**config.mk**
```make
export PLATFORM = sky130hd
export DESIGN_NAME = mem_bus_arbiter
export DESIGN_NICKNAME = d
export VERILOG_FILES = /design/src/rtl/sam_pkg.sv /design/src/rtl/mem_bus_arbiter.sv
export SDC_FILE = /design/constraint.sdc
export NUM_CORES = 1
export LEC_CHECK = 0
export ABC_AREA = 1
export ABC_CLOCK_PERIOD_IN_PS = 2000
export CAP_MARGIN = 20
export CORE_MARGIN = 8
export CORE_UTILIZATION = 30
export DETAILED_ROUTE_END_ITERATION = 12
export GPL_TIMING_DRIVEN = 0
export RECOVER_POWER = 100
export SYNTH_ARGS = -nofsm -noshare
export SYNTH_HDL_FRONTEND = slang
export SYNTH_SLANG_ARGS = --single-unit
export TNS_END_PERCENT = 10
```
**constraint.sdc**
```tcl
create_clock -name clk -period 2 [get_ports clk]
set_input_delay 0.4 -clock clk [delete_from_list [all_inputs] [get_ports clk]]
set_output_delay 0.4 -clock clk [all_outputs]
set_load 0.01 [all_outputs]
```
**src/rtl/sam_pkg.sv**
```systemverilog
// Shared SAM CPU definitions: memory geometry defaults and arbiter
// state/owner encodings used by the datapath and the memory arbiter.
package sam_pkg;

    localparam int SAM_ADDR_W = 12;
    localparam int SAM_DATA_W = 16;

    typedef enum logic [1:0] {
        IDLE,
        CPU_ACC,
        IO_ACC,
        DONE
    } arb_state_t;

    typedef enum logic {
        OWNER_CPU,
        OWNER_IO
    } owner_t;

endpackage

```
**src/rtl/mem_bus_arbiter.sv**
```systemverilog
// Round-robin arbiter sharing the SAM memory port between the CPU
// controller and the I/O-DMA requester, with fixed-latency sequencing.
module mem_bus_arbiter
    import sam_pkg::*;
#(
    parameter int ADDR_W  = SAM_ADDR_W,
    parameter int DATA_W  = SAM_DATA_W,
    parameter int MEM_LAT = 2
) (
    input  logic              clk,
    input  logic              reset,

    input  logic              cpu_req,
    input  logic              cpu_we,
    input  logic [ADDR_W-1:0] cpu_addr,
    input  logic [DATA_W-1:0] cpu_wdata,
    output logic              wait_,
    output logic [DATA_W-1:0] cpu_rdata,

    input  logic              io_req,
    input  logic              io_we,
    input  logic [ADDR_W-1:0] io_addr,
    input  logic [DATA_W-1:0] io_wdata,
    output logic              io_gnt,
    output logic              io_done,
    output logic [DATA_W-1:0] io_rdata,

    output logic              mem_en,
    output logic              mem_we,
    output logic [ADDR_W-1:0] mem_addr,
    output logic [DATA_W-1:0] mem_wdata,
    input  logic [DATA_W-1:0] mem_rdata
);

    localparam int CNT_W = $clog2(MEM_LAT + 1);
    localparam logic [CNT_W-1:0] CNT_LOAD = CNT_W'(MEM_LAT - 1);

    arb_state_t       state;
    arb_state_t       state_next;
    owner_t           last;
    logic [CNT_W-1:0] cnt;
    logic             cpu_ack;

    logic             grant_cpu;
    logic             grant_io;
    logic             acc_end;

    // A stale ack register must not release the controller while reset is held.
    assign wait_ = cpu_req & ~(cpu_ack & ~reset);

    always_ff @(posedge clk) begin
        if (reset) begin
            state <= IDLE;
        end else begin
            state <= state_next;
        end
    end

    always_comb begin
        state_next = state;
        grant_cpu  = 1'b0;
        grant_io   = 1'b0;
        acc_end    = 1'b0;

        unique case (state)
            IDLE: begin
                if (cpu_req && (!io_req || last == OWNER_IO)) begin
                    grant_cpu  = 1'b1;
                    state_next = CPU_ACC;
                end else if (io_req) begin
                    grant_io   = 1'b1;
                    state_next = IO_ACC;
                end
            end
            CPU_ACC, IO_ACC: begin
                if (cnt == '0) begin
                    acc_end    = 1'b1;
                    state_next = DONE;
                end
            end
            DONE: begin
                state_next = IDLE;
            end
            default: begin
                state_next = IDLE;
            end
        endcase
    end

    always_ff @(posedge clk) begin
        if (reset) begin
            last      <= OWNER_IO;
            cnt       <= '0;
            mem_en    <= 1'b0;
            mem_we    <= 1'b0;
            mem_addr  <= '0;
            mem_wdata <= '0;
            cpu_rdata <= '0;
            io_rdata  <= '0;
            io_gnt    <= 1'b0;
            io_done   <= 1'b0;
            cpu_ack   <= 1'b0;
        end else begin
            cpu_ack <= acc_end && (state == CPU_ACC);
            io_done <= acc_end && (state == IO_ACC);

            if (grant_cpu) begin
                mem_addr  <= cpu_addr;
                mem_wdata <= cpu_wdata;
                mem_we    <= cpu_we;
                mem_en    <= 1'b1;
                cnt       <= CNT_LOAD;
                last      <= OWNER_CPU;
            end

            if (grant_io) begin
                mem_addr  <= io_addr;
                mem_wdata <= io_wdata;
                mem_we    <= io_we;
                mem_en    <= 1'b1;
                io_gnt    <= 1'b1;
                cnt       <= CNT_LOAD;
                last      <= OWNER_IO;
            end

            if ((state == CPU_ACC || state == IO_ACC) && cnt != '0) begin
                cnt <= cnt - 1'b1;
            end

            if (acc_end) begin
                if (!mem_we) begin
                    if (state == CPU_ACC) begin
                        cpu_rdata <= mem_rdata;
                    end else begin
                        io_rdata <= mem_rdata;
                    end
                end
                mem_en <= 1'b0;
                mem_we <= 1'b0;
                io_gnt <= 1'b0;
            end
        end
    end

endmodule

```
Word level (Yosys, flattened, before mapping)
Cells that the tools add are included.
{"block": "totals", "input_bits": 78, "out_inout_bits": 65, "regBits": 70, "wordCells": 64}
{"block": "op_classes", "n_bitwise": 6, "addsub": 1, "reduce_logical": 18, "n_mux": 22, "eq_ne": 5}
{"op": "2-to-1 mux 16 bit", "count": 2}
{"op": "2-to-1 mux 12 bit", "count": 2}
{"op": "2-to-1 mux 2 bit", "count": 6}
{"op": "2-to-1 mux 1 bit", "count": 11}
{"op": "case mux 2 bit (3 select lines)", "count": 1}
{"op": "AND reduction 3 bit", "count": 2}
{"op": "OR reduction 2 bit", "count": 3}
{"op": "equality test 2 bit, second input constant", "count": 2}
{"op": "logical AND 1 bit", "count": 4}
{"op": "zero test 2 bit", "count": 2}
{"op": "NOT 1 bit", "count": 4}
{"op": "nonzero test 2 bit", "count": 2}
{"op": "!= test 3 bit, second input constant", "count": 1}
{"op": "nonzero test 3 bit", "count": 1}
{"op": "bitwise AND 1 bit", "count": 2}
{"op": "equality test 2 x 1 -> 1 bit, second input constant", "count": 1}
{"op": "logical OR 1 bit", "count": 2}
{"op": "!= test 2 bit, second input constant", "count": 1}
{"op": "AND reduction 2 bit", "count": 1}
{"op": "subtractor 2 x 1 -> 2 bit, second input constant", "count": 1}
{"op": "zero test 1 bit", "count": 1}

Depth between registers and ports, before layout
{"block": "logic_depth", "depth_word": 8, "depth_mapped": 9, "ltp_nobuf": 8}

Worst setup path after synthesis
OpenSTA, ideal clock, no wires.
{"block": "synth_timing", "path_type": "reg2reg", "startpoint": "reg state[0]", "endpoint": "reg cpu_rdata[10]", "synth_period_minus_slack_ps": 1510, "slack_ps": 490, "t_arrival_ps": 1394, "path_buffers": 1, "required_time_ps": 1884, "setup_ps": 116, "path_stages_with_launch": 9, "cell_sequence": "dfxtp_1 > inv_1 > ha_1 > nand2_1 > nor2_2 > nand2_2 > clkbuf_1 > o21ai_0 > nor2_1"}
{"block": "synth_via", "elab_chain_len": 4, "elab_cells_between_ends": 5, "cone_classes": "eq/ne (2); mux (1); reduce/logical (2)"}
{"element": "from (decl)", "line_no": "mem_bus_arbiter.sv:38", "source": "arb_state_t state;"}
{"element": "from (signal assigned)", "line_no": "mem_bus_arbiter.sv:55", "source": "state <= state_next;"}
{"element": "equality test 2 x 1 -> 1 bit / equality test 2 bit (equally long branches)", "line_no": "mem_bus_arbiter.sv:65, mem_bus_arbiter.sv:132"}
{"element": "OR reduction 2 bit", "line_no": "mem_bus_arbiter.sv:65", "source": "unique case (state)"}
{"element": "2-to-1 mux 1 bit", "line_no": "mem_bus_arbiter.sv:65"}
{"element": "AND reduction 3 bit (no source line) *"}
{"element": "to (signal assigned)", "line_no": "mem_bus_arbiter.sv:133", "source": "cpu_rdata <= mem_rdata;"}
{"element": "to (decl)", "line_no": "mem_bus_arbiter.sv:18", "source": "output logic [DATA_W-1:0] cpu_rdata,"}
Mark *: on every way between the ends. The rest lies on a longest branch, timed or not.
A chain may end at the register's enable or synchronous reset.

Worst setup path after layout
{"block": "layout_timing", "startpoint": "reg state[0]", "endpoint": "reg cpu_rdata[9]"}
Same word-level chain as after synthesis.

==> reports/qor.yml <==
ys.flop_type: "dfxtp_1"
critPathBufInv: 2
syn_area_per_cell_um2: 7.23
path_delay_family: "simple AND/OR/NAND/NOR gates"
yosys.area.top_type_share: 0.447
antenna_found_initial: 0
drc_errors: 0
dp_cells: 710
clock_skew_ps: 10.1
vias: 3353
worst_slew_pin_slew_ps: 541
drv_slew: 0
insertion_delay_ps: 340
drt_wl_total_um: 10400
clockRootBuffer: "clkbuf_8"
htreeDepth: 3
finalCritPeriodShare: 0.918
final_cell_mix: "clkdlybuf4s50_1, dfxtp_1, nor2_1"
power_density_mw_per_mm2: 1200
grt_pass1_wl_um: 16800
crit_path_cell_trace: "inv_1, ha_1, nand2_1, nor2_2, nand2_2, clkbuf_1, o21ai_0, nor2_1"
dp_hpwl_um: 8320
syn_inst: 433
end_kind: "flop"
p_leak_nw: 2.15
cts.path.max_buffers: 2
row_count: 37
antenna_left: 0
gp_congestion: 0.793
grt_start_max_net_pins: 13
rsz0062_at_grt: "true"
peakVddDrop_mv: 0.434
cts_sinks: 70
mostFrequentLayoutCell: "clkdlybuf4s50_1"
critPathSlowestCell: "dfxtp_1"
io_pins: 143
syn-num-nets: 515
nets: 665
grt_pass1_vias: 3297
dieArea_mm2: 0.0140
drt-initial-drc-count: 165
synth-edff-count: 0
grt-ovfl-total: 0
dieHeight_um: 118
max_stage_delay_ps: 370
setup_viol_count_final: 0
ys_seq_area_frac: 0.447
maxCapViolations: 0
start_kind: "flop"
drt_pass1_iterations: 4
cts_setup_buffers: 0
routedWlPerCell_um: 14.4
async_flop_share: 0
path_class: "reg -> reg"
synth_area_leaders: "dfxtp_1, nand3_1, nor2_1"
cts_hold_buffers: 0
syn_area_mm2: 0.00313
synth_top_cell_by_area: "dfxtp_1"
cp.arrival_ps: 2070
drive_gt1_frac: 0.0680
ys_seq_elements: 70
min_path_type: "reg -> reg"
fill_cells: 1062
port_buffers: 141
critPathMaxFanout: 10
die_w_um: 118
cts_tree: "yes"
drt-vias-per-instance: 4.63
numCtsBuffers: 9
start_util: 0.306
slew_headroom: 0.639
yosysWarnings: 0
hold_viol: 0
worstPathRequired_ps: 2230
status: "complete, no violations"
fin_total_pwr_w: 0.00586
clock.fmax_mhz: 544
antenna_cells: 0
core_area_mm2: 0.0102
period_minus_slack_ps: 1840
path_clk_slew_ps: 80
yosysUniqueCellTypes: 24
grt_use_total: 0.148
whs_ps: 443
area_growth_pct: 56.1
instances_no_fill: 724
[layout make-up]
| cell class | instances | area, µm² | share of cell area |
|---|---|---|---|
| well taps | 136 | 170 | 0.0348 |
| clock inverters | 7 | 65.1 | 0.0133 |
| repair buffers | 141 | 1410 | 0.288 |
| multi-input cells | 283 | 1370 | 0.281 |
| clock buffers | 9 | 124 | 0.0253 |
| flip-flops and latches | 70 | 1400 | 0.287 |
| inverters | 46 | 173 | 0.0353 |
| plain buffers | 32 | 171 | 0.0351 |
[path summary, 6_finish.rpt]
kind,endpoint,start,slack [ps],cells past startpoint
worst min-delay path,io_gnt$_SDFFE_PP0P_,io_gnt$_SDFFE_PP0P_,440,2
worst min register to register,io_gnt$_SDFFE_PP0P_,io_gnt$_SDFFE_PP0P_,440,2
worst max-delay path,cpu_rdata[9]$_SDFFE_PP0P_,state[0]$_SDFFE_PP0P_,160,8
worst max register to register,cpu_rdata[9]$_SDFFE_PP0P_,state[0]$_SDFFE_PP0P_,160,8
[cell usage after synthesis, types with 2 or more instances]
| cell | instances |
|---|---|
| a21oi_1 | 32 |
| buf_1 | 4 |
| buf_2 | 12 |
| buf_6 | 5 |
| clkbuf_1 | 12 |
| dfxtp_1 | 70 |
| ha_1 | 4 |
| inv_1 | 42 |
| inv_2 | 4 |
| nand2_1 | 44 |
| nand2_2 | 2 |
| nand3_1 | 62 |
| nand4_1 | 31 |
| nor2_1 | 67 |
| o21ai_0 | 31 |
| o21ai_1 | 3 |
[layer usage]
metal	global-route usage	up-vias	share of wire	wire length, µm
li1	-	1729	-	-
met1	0.174	1488	0.45	4680
met2	0.233	123	0.43	4440
met3	0.0714	13	0.11	1140
met4	0.0496	0	0.016	162
met5	0	-	0	0
[state kept, by name, indices dropped and copies added (netlist names), 2 cells and up]
signal / flops
state: 2
cpu_rdata: 16
mem_addr: 12
mem_wdata: 16
io_rdata: 16
cnt: 2
[where the power goes]
part	internal, W	switching (W)	leakage, nW
combinational	0.00118	0.00160	1.48
clock	0.000566	0.000529	0.0948
sequential	0.00178	0.000199	0.574
[per-stage QoR]
| stage | util | setup slack [ps] | instance area (µm²) | setup TNS (ps) |
|---|---|---|---|---|
| 6_report | 0.478 | 163 | 4890 | 0 |
| 5_1_grt | 0.478 | -6.52 | 4890 | -6.52 |
| 3_3_place_gp | 0.461 | -470 | 4710 | -470 |
| 4_1_cts | 0.479 | 93.9 | 4900 | 0 |
| 3_5_place_dp | 0.461 | -477 | 4710 | -477 |
| 2_1_floorplan | - | 490 | 3130 | 0 |
[worst reg2reg max path: stages (launching register included)]
cell	delay, ps
dfxtp_1	370
inv_1	70
ha_1	330
nand2_1	140
nor2_2	160
nand2_2	140
clkbuf_1	240
o21ai_0	220
nor2_1	50
[cells by family (layout without fill, tap and decap cells)]
kind of cell,Yosys count,after routing,synth area share
DFF,70,70,0.447
and+or+nand+nor,210,210,0.307
AOI/OAI and AO/OA,69,69,0.116
buffers and inverters,80,235,0.114
adders and majority gates,4,4,0.0160
[repair_timing]
action	CTS	global route
endpoints found under the setup margin	1	2
gates resized for setup	2	0
pin swaps	0	0
(Power assumes the default switching activity.)
